--- src/rtl/access_rqst_sched.sv ---
// Shared-bank access scheduler: flags each requestor whose column falls in the
// shared mask, then drains the flagged set in beats of up to GRANT_PER_CYCLE grants.
//   state    | meaning
//   ST_IDLE  | ready for a batch; mask writes accepted
//   ST_GRANT | presenting grant beats until the last one is taken
module access_rqst_sched #(
    parameter int SHARED_BANK_NUM    = 5,
    parameter int RQST_ADDR_BITWIDTH = 3,
    parameter int GRANT_PER_CYCLE    = 2,
    localparam int COL_NUM           = 2**RQST_ADDR_BITWIDTH,
    parameter logic [COL_NUM-1:0] DEFAULT_COL_MASK = '1
) (
    input  logic                                        sys_clk,
    input  logic                                        rst,
    input  logic                                        cfg_we_i,
    input  logic [COL_NUM-1:0]                          cfg_colMask_i,
    input  logic                                        rqst_valid_i,
    output logic                                        rqst_ready_o,
    input  logic [RQST_ADDR_BITWIDTH*SHARED_BANK_NUM-1:0] rqst_addr_i,
    output logic [SHARED_BANK_NUM-1:0]                  share_rqstFlag_o,
    output logic                                        grant_valid_o,
    input  logic                                        grant_ready_i,
    output logic [SHARED_BANK_NUM-1:0]                  grant_o,
    output logic                                        grant_last_o,
    output logic                                        busy_o
);

    typedef enum logic {ST_IDLE, ST_GRANT} state_t;

    state_t                     r_state;
    logic [COL_NUM-1:0]         r_mask;
    logic [SHARED_BANK_NUM-1:0] r_pending;

    logic [SHARED_BANK_NUM-1:0] w_flags;
    logic [SHARED_BANK_NUM-1:0] w_acc_grant;
    logic                       w_acc_last;
    logic [SHARED_BANK_NUM-1:0] w_pend_nxt;
    logic [SHARED_BANK_NUM-1:0] w_nxt_grant;
    logic                       w_nxt_last;

    // Keep the lowest-indexed set bits, at most GRANT_PER_CYCLE of them.
    function automatic logic [SHARED_BANK_NUM-1:0] f_low_bits(input logic [SHARED_BANK_NUM-1:0] vec);
        int cnt;
        cnt = 0;
        f_low_bits = '0;
        for (int i = 0; i < SHARED_BANK_NUM; i++) begin
            if (vec[i] && (cnt < GRANT_PER_CYCLE)) begin
                f_low_bits[i] = 1'b1;
                cnt++;
            end
        end
    endfunction

    always_comb begin
        w_flags = '0;
        for (int i = 0; i < SHARED_BANK_NUM; i++) begin
            w_flags[i] = r_mask[rqst_addr_i[i*RQST_ADDR_BITWIDTH +: RQST_ADDR_BITWIDTH]];
        end
    end

    assign w_acc_grant = f_low_bits(w_flags);
    assign w_acc_last  = ((w_flags & ~w_acc_grant) == '0);
    assign w_pend_nxt  = r_pending & ~grant_o;
    assign w_nxt_grant = f_low_bits(w_pend_nxt);
    assign w_nxt_last  = ((w_pend_nxt & ~w_nxt_grant) == '0);

    assign rqst_ready_o = (r_state == ST_IDLE);
    assign busy_o       = (r_state == ST_GRANT);

    always_ff @(posedge sys_clk) begin
        if (rst) begin
            r_state          <= ST_IDLE;
            r_mask           <= DEFAULT_COL_MASK;
            r_pending        <= '0;
            share_rqstFlag_o <= '0;
            grant_o          <= '0;
            grant_valid_o    <= 1'b0;
            grant_last_o     <= 1'b0;
        end else begin
            case (r_state)
                ST_IDLE: begin
                    if (cfg_we_i) begin
                        r_mask <= cfg_colMask_i;
                    end
                    // Flags use the mask held before this edge, even if it is being rewritten.
                    if (rqst_valid_i) begin
                        share_rqstFlag_o <= w_flags;
                        r_pending        <= w_flags;
                        grant_o          <= w_acc_grant;
                        grant_last_o     <= w_acc_last;
                        grant_valid_o    <= 1'b1;
                        r_state          <= ST_GRANT;
                    end
                end
                ST_GRANT: begin
                    if (grant_ready_i) begin
                        if (grant_last_o) begin
                            r_pending     <= '0;
                            grant_o       <= '0;
                            grant_last_o  <= 1'b0;
                            grant_valid_o <= 1'b0;
                            r_state       <= ST_IDLE;
                        end else begin
                            r_pending    <= w_pend_nxt;
                            grant_o      <= w_nxt_grant;
                            grant_last_o <= w_nxt_last;
                        end
                    end
                end
            endcase
        end
    end

endmodule
--- config.mk ---
export PLATFORM = sky130hd
export DESIGN_NAME = access_rqst_sched
export DESIGN_NICKNAME = d
export VERILOG_FILES = /design/src/rtl/access_rqst_sched.sv
export SDC_FILE = /design/constraint.sdc
export NUM_CORES = 1
export LEC_CHECK = 0
export ABC_AREA = 1
export CAP_MARGIN = 20
export CORE_UTILIZATION = 45
export CTS_BUF_LIST = sky130_fd_sc_hd__clkbuf_16
export DETAILED_ROUTE_END_ITERATION = 8
export GPL_ROUTABILITY_DRIVEN = 1
export PLACE_DENSITY = 0.76
export SLEW_MARGIN = 20
export SYNTH_ARGS = -nofsm -noshare
export SYNTH_HDL_FRONTEND = slang
export SYNTH_SLANG_ARGS = --single-unit
--- constraint.sdc ---
create_clock -name sys_clk -period 5.7 [get_ports sys_clk]
set_input_delay 0.57 -clock sys_clk [delete_from_list [all_inputs] [get_ports sys_clk]]
set_output_delay 0.57 -clock sys_clk [all_outputs]
set_load 0.005 [all_outputs]
==> metrics.txt, run 1 <==
nets 290; status finished clean; worst-path cell chain clkdlybuf4s50_1 > inv_2 > a21oi_1 > o21ai_1 > nand2_1 > inv_1 > o21ai_2 > inv_1 > ha_1 > xnor2_1 > inv_1 > ha_1 > or2_2 > nand3_1 > nand3_1 > o21a_1 > nor2_1; final hold vios 0; area occupied by multi-input gates just over 800 um2; Max stage delay cell, worst path clkdlybuf4s50_1; number of port buffers 41; Syn Inst Count around 220; 1st-pass router iterations 4; I/O pin count 42; post-CTS setup buffer count 0; post-synth top area share 32.51%; FF+latch area roughly 480 um2; Fin Clk Skew 0.001484 ns; # setup viols final 0; total gr overflow 0; area growth from synthesis to layout 34.97%; via count 1512; Syn Nets 248; Critical Path RT 5.90 ns; Max-Cap Viols 0; commonest cells after routing, fill and taps aside nand2_1, clkdlybuf4s50_1, inv_1; Setup TNS 0 ns; GPL Wtd Cong 0.9309; Unique masters post-synth 31; Worst Setup End Kind flip-flop; die area 3517 um2; drt wl/cell 12.03 um; Crit Path Category in -> reg; overall fraction of global-route tracks in use 21.61%; crit share post-route between 50% and 60%; static leakage 0.9087 nW; Chip Height approximately 59 um; yosys warns 0; crit-path max FO 5; area leader, netlist dfxtp_1; fraction of layout cells with a size suffix above 1 about 11%; most frequent CP cell inv_1; Final Slew Violations 0; VDD IR max 0.0001868 V; worst hold path type reg -> reg; TritonCTS Sinks 24; Synth area leaders dfxtp_1, nand2_1, a21oi_1; P per Cell Area 254.0 nW/um2; Syn Area/Cell between 6 and 7 um2; global-route wire length before repair 5816 um; Total Wirelength 3622 um; Seq/Total Area, Yosys 32.51%; Die W 59.31 um; synthesized area 1478 um2; DP HPWL 2713 um; initial antenna violation count 0; worst-margin pin slew between 0.5 and 0.6 ns; initial core utilization 48.01%; Seq cells post-synth 24; number of diodes 0; H-Tree Depth 1; antenna viol nets, final 0; Clock transition at path regs 0.06 ns; worst relative slew slack 66.58%; clock root cell clkbuf_16; core area 3078 um2; Iteration-0 DRC Markers 70; RSZ-0062 raised after global routing false; CTS buffer count 3; routed vias/inst 5.023; Finished Cell Area 1994 um2; post-CTS sizing 0; CP Buf/Inv Count 5; clock latency on the worst-skew pair 0.25 ns; drt drc 0; CTS tree yes; clock buffer depth 2; Hold-fix buffers, CTS 0; # fillers 285; # rows 20; CP arrival 3.20 ns; cell family with most CP delay buffers and inverters; most common cell after layout, fill and taps aside nand2_1; placed instance area 1919 um2; vias in the first global route 1405; largest net degree at the start of global routing 18; Max stage delay on crit path between 0.5 and 0.6 ns; achievable frequency 332.4 MHz; crit path launch type input pin; Final Critical Period about 3 ns
-- cells in the mapped netlist (all sizes together) --
library cell  count
inv              39
o21ai            26
o21a              1
clkinv            1
nand3            15
a31oi             1
ha                3
nand3b            1
or2               1
nand2            49
clkbuf            1
nor4              1
nor2              9
buf               3
o211ai            9
xnor2             1
a211oi            1
nand4             1
a21oi            30
dfxtp            24
-- worst register-to-register path, delay by kind of cell (launching register included) --
family | cells | cell delay [ns]
adders and majority gates | 2 | 0.56
DFF | 1 | 0.30
xor gates and xnor gates | 1 | 0.16
AOI/OAI and AO/OA | 4 | 0.57
buffers and inverters | 4 | 0.27
and+or+nand+nor | 5 | 0.58
-- routing by layer --
metal | wire [um] | share of wire (%) | vias up | global-route usage, %
li1 | - | - | 796 | -
met3 | 132 | 3.6 | 2 | 3.930
met5 | 0 | 0 | - | 0
met2 | 1727 | 48 | 30 | 36.44
met4 | 6 | 0.17 | 0 | 4.082
met1 | 1755 | 48 | 684 | 28.84
-- metrics by stage --
step | hold slack [ns] | utilization, % | total power, W | worst slack (ns) | instances
after floorplan | 0.4378 | - | 0.0002977 | 3.192 | 217
after global placement | 0.4514 | 62.36 | 0.0003581 | 2.522 | 298
after detailed placement | 0.4565 | 62.36 | 0.0003602 | 2.455 | 298
after CTS | 0.4660 | 64.80 | 0.0005102 | 2.722 | 301
after global routing | 0.5025 | 64.80 | 0.0005367 | 2.473 | 301
final | 0.4632 | 64.80 | 0.0005067 | 2.691 | 301
-- power by group --
| part | leakage [nW] | switching, W | total (W) | internal (W) |
|---|---|---|---|---|
| clock | 0.0370 | 0.0000557 | 0.000148 | 0.0000927 |
| sequential | 0.199 | 0.0000121 | 0.000198 | 0.000186 |
| combinational | 0.673 | 0.0000851 | 0.000160 | 0.0000752 |
| total | 0.909 | 0.000153 | 0.000507 | 0.000354 |
-- worst paths after layout --
kind | start | end | slack [ns] | depth (start not counted)
setup / recovery | rqst_addr_i[0] | grant_o[4] | 2.69 | 17
hold / removal | grant_o[0] | grant_o[0] | 0.46 | 2
setup reg to reg | r_mask[5] | grant_o[4] | 3.17 | 16
hold reg to reg | grant_o[0] | grant_o[0] | 0.46 | 2
-- flip-flops by register name, indices dropped and copies added (netlist names) --
register / cells
r_mask: 8
busy_o: 1
r_pending: 3
grant_o: 5
grant_last_o: 1
share_rqstFlag_o: 5
grant_valid_o: 1
-- cell families (layout without fill, tap and decap cells) --
kind of cell,Yosys count,in the layout,synth area share [%]
AO/OA/AOI/OAI,68,68,27.35
XOR/XNOR,1,1,0.5928
adder cells (fa/ha/maj),3,3,2.540
buffers and inverters,44,84,12.02
flip-flops,24,24,32.51
AND/OR/NAND/NOR,77,77,24.98
-- final cells by class --
type	count	share of cell area, %
Clock buffer	3	3.764
Tap cell	44	2.760
Sequential cell	24	24.09
Inverter	40	7.716
Timing Repair Buffer	41	20.58
Multi-Input combinational cell	149	41.09
Note: power is estimated with default switching activity, not from simulation.
==> inputs of run 2 (changes only) <==
- CORE_UTILIZATION: 45 -> 43
- clock period: 5.7 -> 2.75 ns (I/O delays scaled with it)
==> run 2 against run 1 <==
Effect of this change: count of clock-buffer cells in the layout did not move; setup slack worse by 2.6 ns; flip-flop and latch count did not move; sequential share of layout area is 1.4 points lower; cell area increased by 6.3%.
==> metrics.txt, run 2 (synthesis gave the netlist of run 1 again) <==
routed vias/inst between 4 and 5; clock latency on the worst-skew pair 0.26 ns; largest net degree at the start of global routing 18; uppermost layer routed met4; Clk pwr share 34.9%; commonest cells after routing, fill and taps aside nand2_1, clkdlybuf4s50_1, inv_1; via count 1554; Int Power about 0.00085 W; Critical Path RT 2.94 ns; P per Cell Area 559.5 nW/um2; Max stage delay cell, worst path clkdlybuf4s50_1; post-CTS setup buffer count 0; static leakage around 1.0 nW; min setup slack post-route about 0.12 ns; crit path launch type input pin; GPL Wtd Cong 0.8679; worst-margin pin slew ~0.5 ns; Detail Route met3 WL 210 um; total gr overflow 0; antenna viol nets, final 0; CTS tree yes; vias in the first global route about 1300; CP Buf/Inv Count 5; Biggest register r_mask; Fin Clk Skew 0.005180 ns; CTS buffer count 3; crit share post-route 95.47%; Worst Setup End Kind flip-flop; Final Slew Violations 0; top flop regs r_mask (8), grant_o (5), share_rqstFlag_o (5); VDD IR max 0.0004590 V; Setup TNS 0 ns; met2 wire len 1644 um; DP HPWL 2730 um; 1st-pass router iterations 4; Total Wirelength 3587 um; fraction of layout cells with a size suffix above 1 roughly 16%; sw frac 28.07%; initial antenna violation count 0; most common cell after layout, fill and taps aside nand2_1; # rows 20; max reg flops 8; Final Critical Period 2.625 ns; area growth from synthesis to layout 43.44%; Seq pwr share 34.6%; # setup viols final 0; Non-Filler Instances 313; Max stage delay on crit path 0.51 ns; worst hold path type reg -> reg; crit-path max FO 3; core area 3153 um2; Setup Slack @ Placement -0.2189 ns; Chip Height 60.62 um; worst-path cell chain clkdlybuf4s50_1 > inv_1 > a21oi_1 > o21ai_1 > nand2_1 > inv_1 > o21ai_2 > inv_1 > ha_1 > xnor2_1 > inv_1 > ha_1 > or2_2 > nand3_1 > nand3_2 > o21a_1 > nor2_1; overall fraction of global-route tracks in use 21.06%; number of diodes 0; Max-Cap Viols 0; placed cell count 309; drt wl/cell 11.46 um; Hold-fix buffers, CTS 0; final hold vios 0; logic gate share of total power 30.6%; initial core utilization 46.87%; global-route wire length before repair 5775 um; most frequent CP cell inv_1; clock buffer depth 2; die area 3675 um2; CP arrival 2.81 ns; total power draw around 0.0012 W; DRT met1 WL 1721 um; drt drc 0; Crit Path Category in -> reg; TritonCTS Sinks 24; worst relative slew slack around two thirds; Iteration-0 DRC Markers 87; I/O pin count 42; H-Tree Depth 1; cell family with most CP delay buffers and inverters; clock root cell clkbuf_16; Psw roughly 0.00033 W; number of port buffers 41; nets 301; Clock transition at path regs ~0.060 ns; Die W 60.62 um; status finished clean; WHS ~0.46 ns; achievable frequency 380.9 MHz
-- run 2: final timing paths --
kind | start | to | slack, ns | cells after the start
worst min register to register | grant_o[1] | grant_o[1] | 0.46 | 2
worst min-delay path | grant_o[1] | grant_o[1] | 0.46 | 2
worst max-delay path | rqst_addr_i[4] | grant_o[4] | 0.12 | 17
worst max register to register | r_mask[2] | grant_o[4] | 0.20 | 17
-- run 2: worst register-to-register path, cell delays in order (launching register included) --
cell     delay, ns
dfxtp_1       0.30
inv_1         0.17
a21oi_1       0.09
o21ai_0       0.07
nand2_1       0.07
nand2_1       0.07
o21ai_2       0.07
buf_4         0.13
ha_1          0.21
nor2_1        0.13
xnor2_1       0.13
inv_1         0.06
ha_1          0.26
or2_2         0.27
nand3_1       0.10
nand3_2       0.08
o21a_1        0.19
nor2_1        0.09
-- run 2: power by group through the flow --
| stage | Combinational (W) | Clock (W) | Sequential [W] |
|---|---|---|---|
| after floorplan | 0.000203 | 0 | 0.000414 |
| after global placement | 0.000352 | 0 | 0.000417 |
| after detailed placement | 0.000357 | 0 | 0.000417 |
| after CTS | 0.000360 | 0.000423 | 0.000410 |
| after global routing | 0.000403 | 0.000435 | 0.000414 |
| final | 0.000362 | 0.000414 | 0.000410 |
-- run 2: area by class of cell --
class / instances / area, um2
inverters: 40 / 153.9
repair buffers: 52 / 500.5
clock inverters: 1 / 30.03
flip-flops and latches: 24 / 480.5
clock buffers: 3 / 75.07
fillers: 287 / 1033
multi-input cells: 149 / 824.5
well taps: 44 / 55.05
-- run 2: through the flow --
step                utilization (%)  area, um2
floorplan                         -       1478
global placement              63.49       2002
detailed placement            63.49       2002
CTS                           66.83       2107
global route                  67.22       2120
finish                        67.22       2120
-- run 2: layer usage --
layer | vias up | global-route usage, %
met1 | 679 | 29.47
met3 | 2 | 3.838
met2 | 50 | 34.22
met4 | 0 | 3.896
li1 | 823 | -
met5 | - | 0
-- run 2: timing repair --
action                                 in CTS  in global routing
setup endpoints to repair                   0                  2
endpoints found under the hold margin       0                  0
gates resized for setup                     0                  6
==> inputs of run 3 (changes only) <==
- CAP_MARGIN: 20 -> unset
- SLEW_MARGIN: 20 -> 15
==> results of run 3 <==
The final DEF is identical to that of run 2; final timing and power are the same.
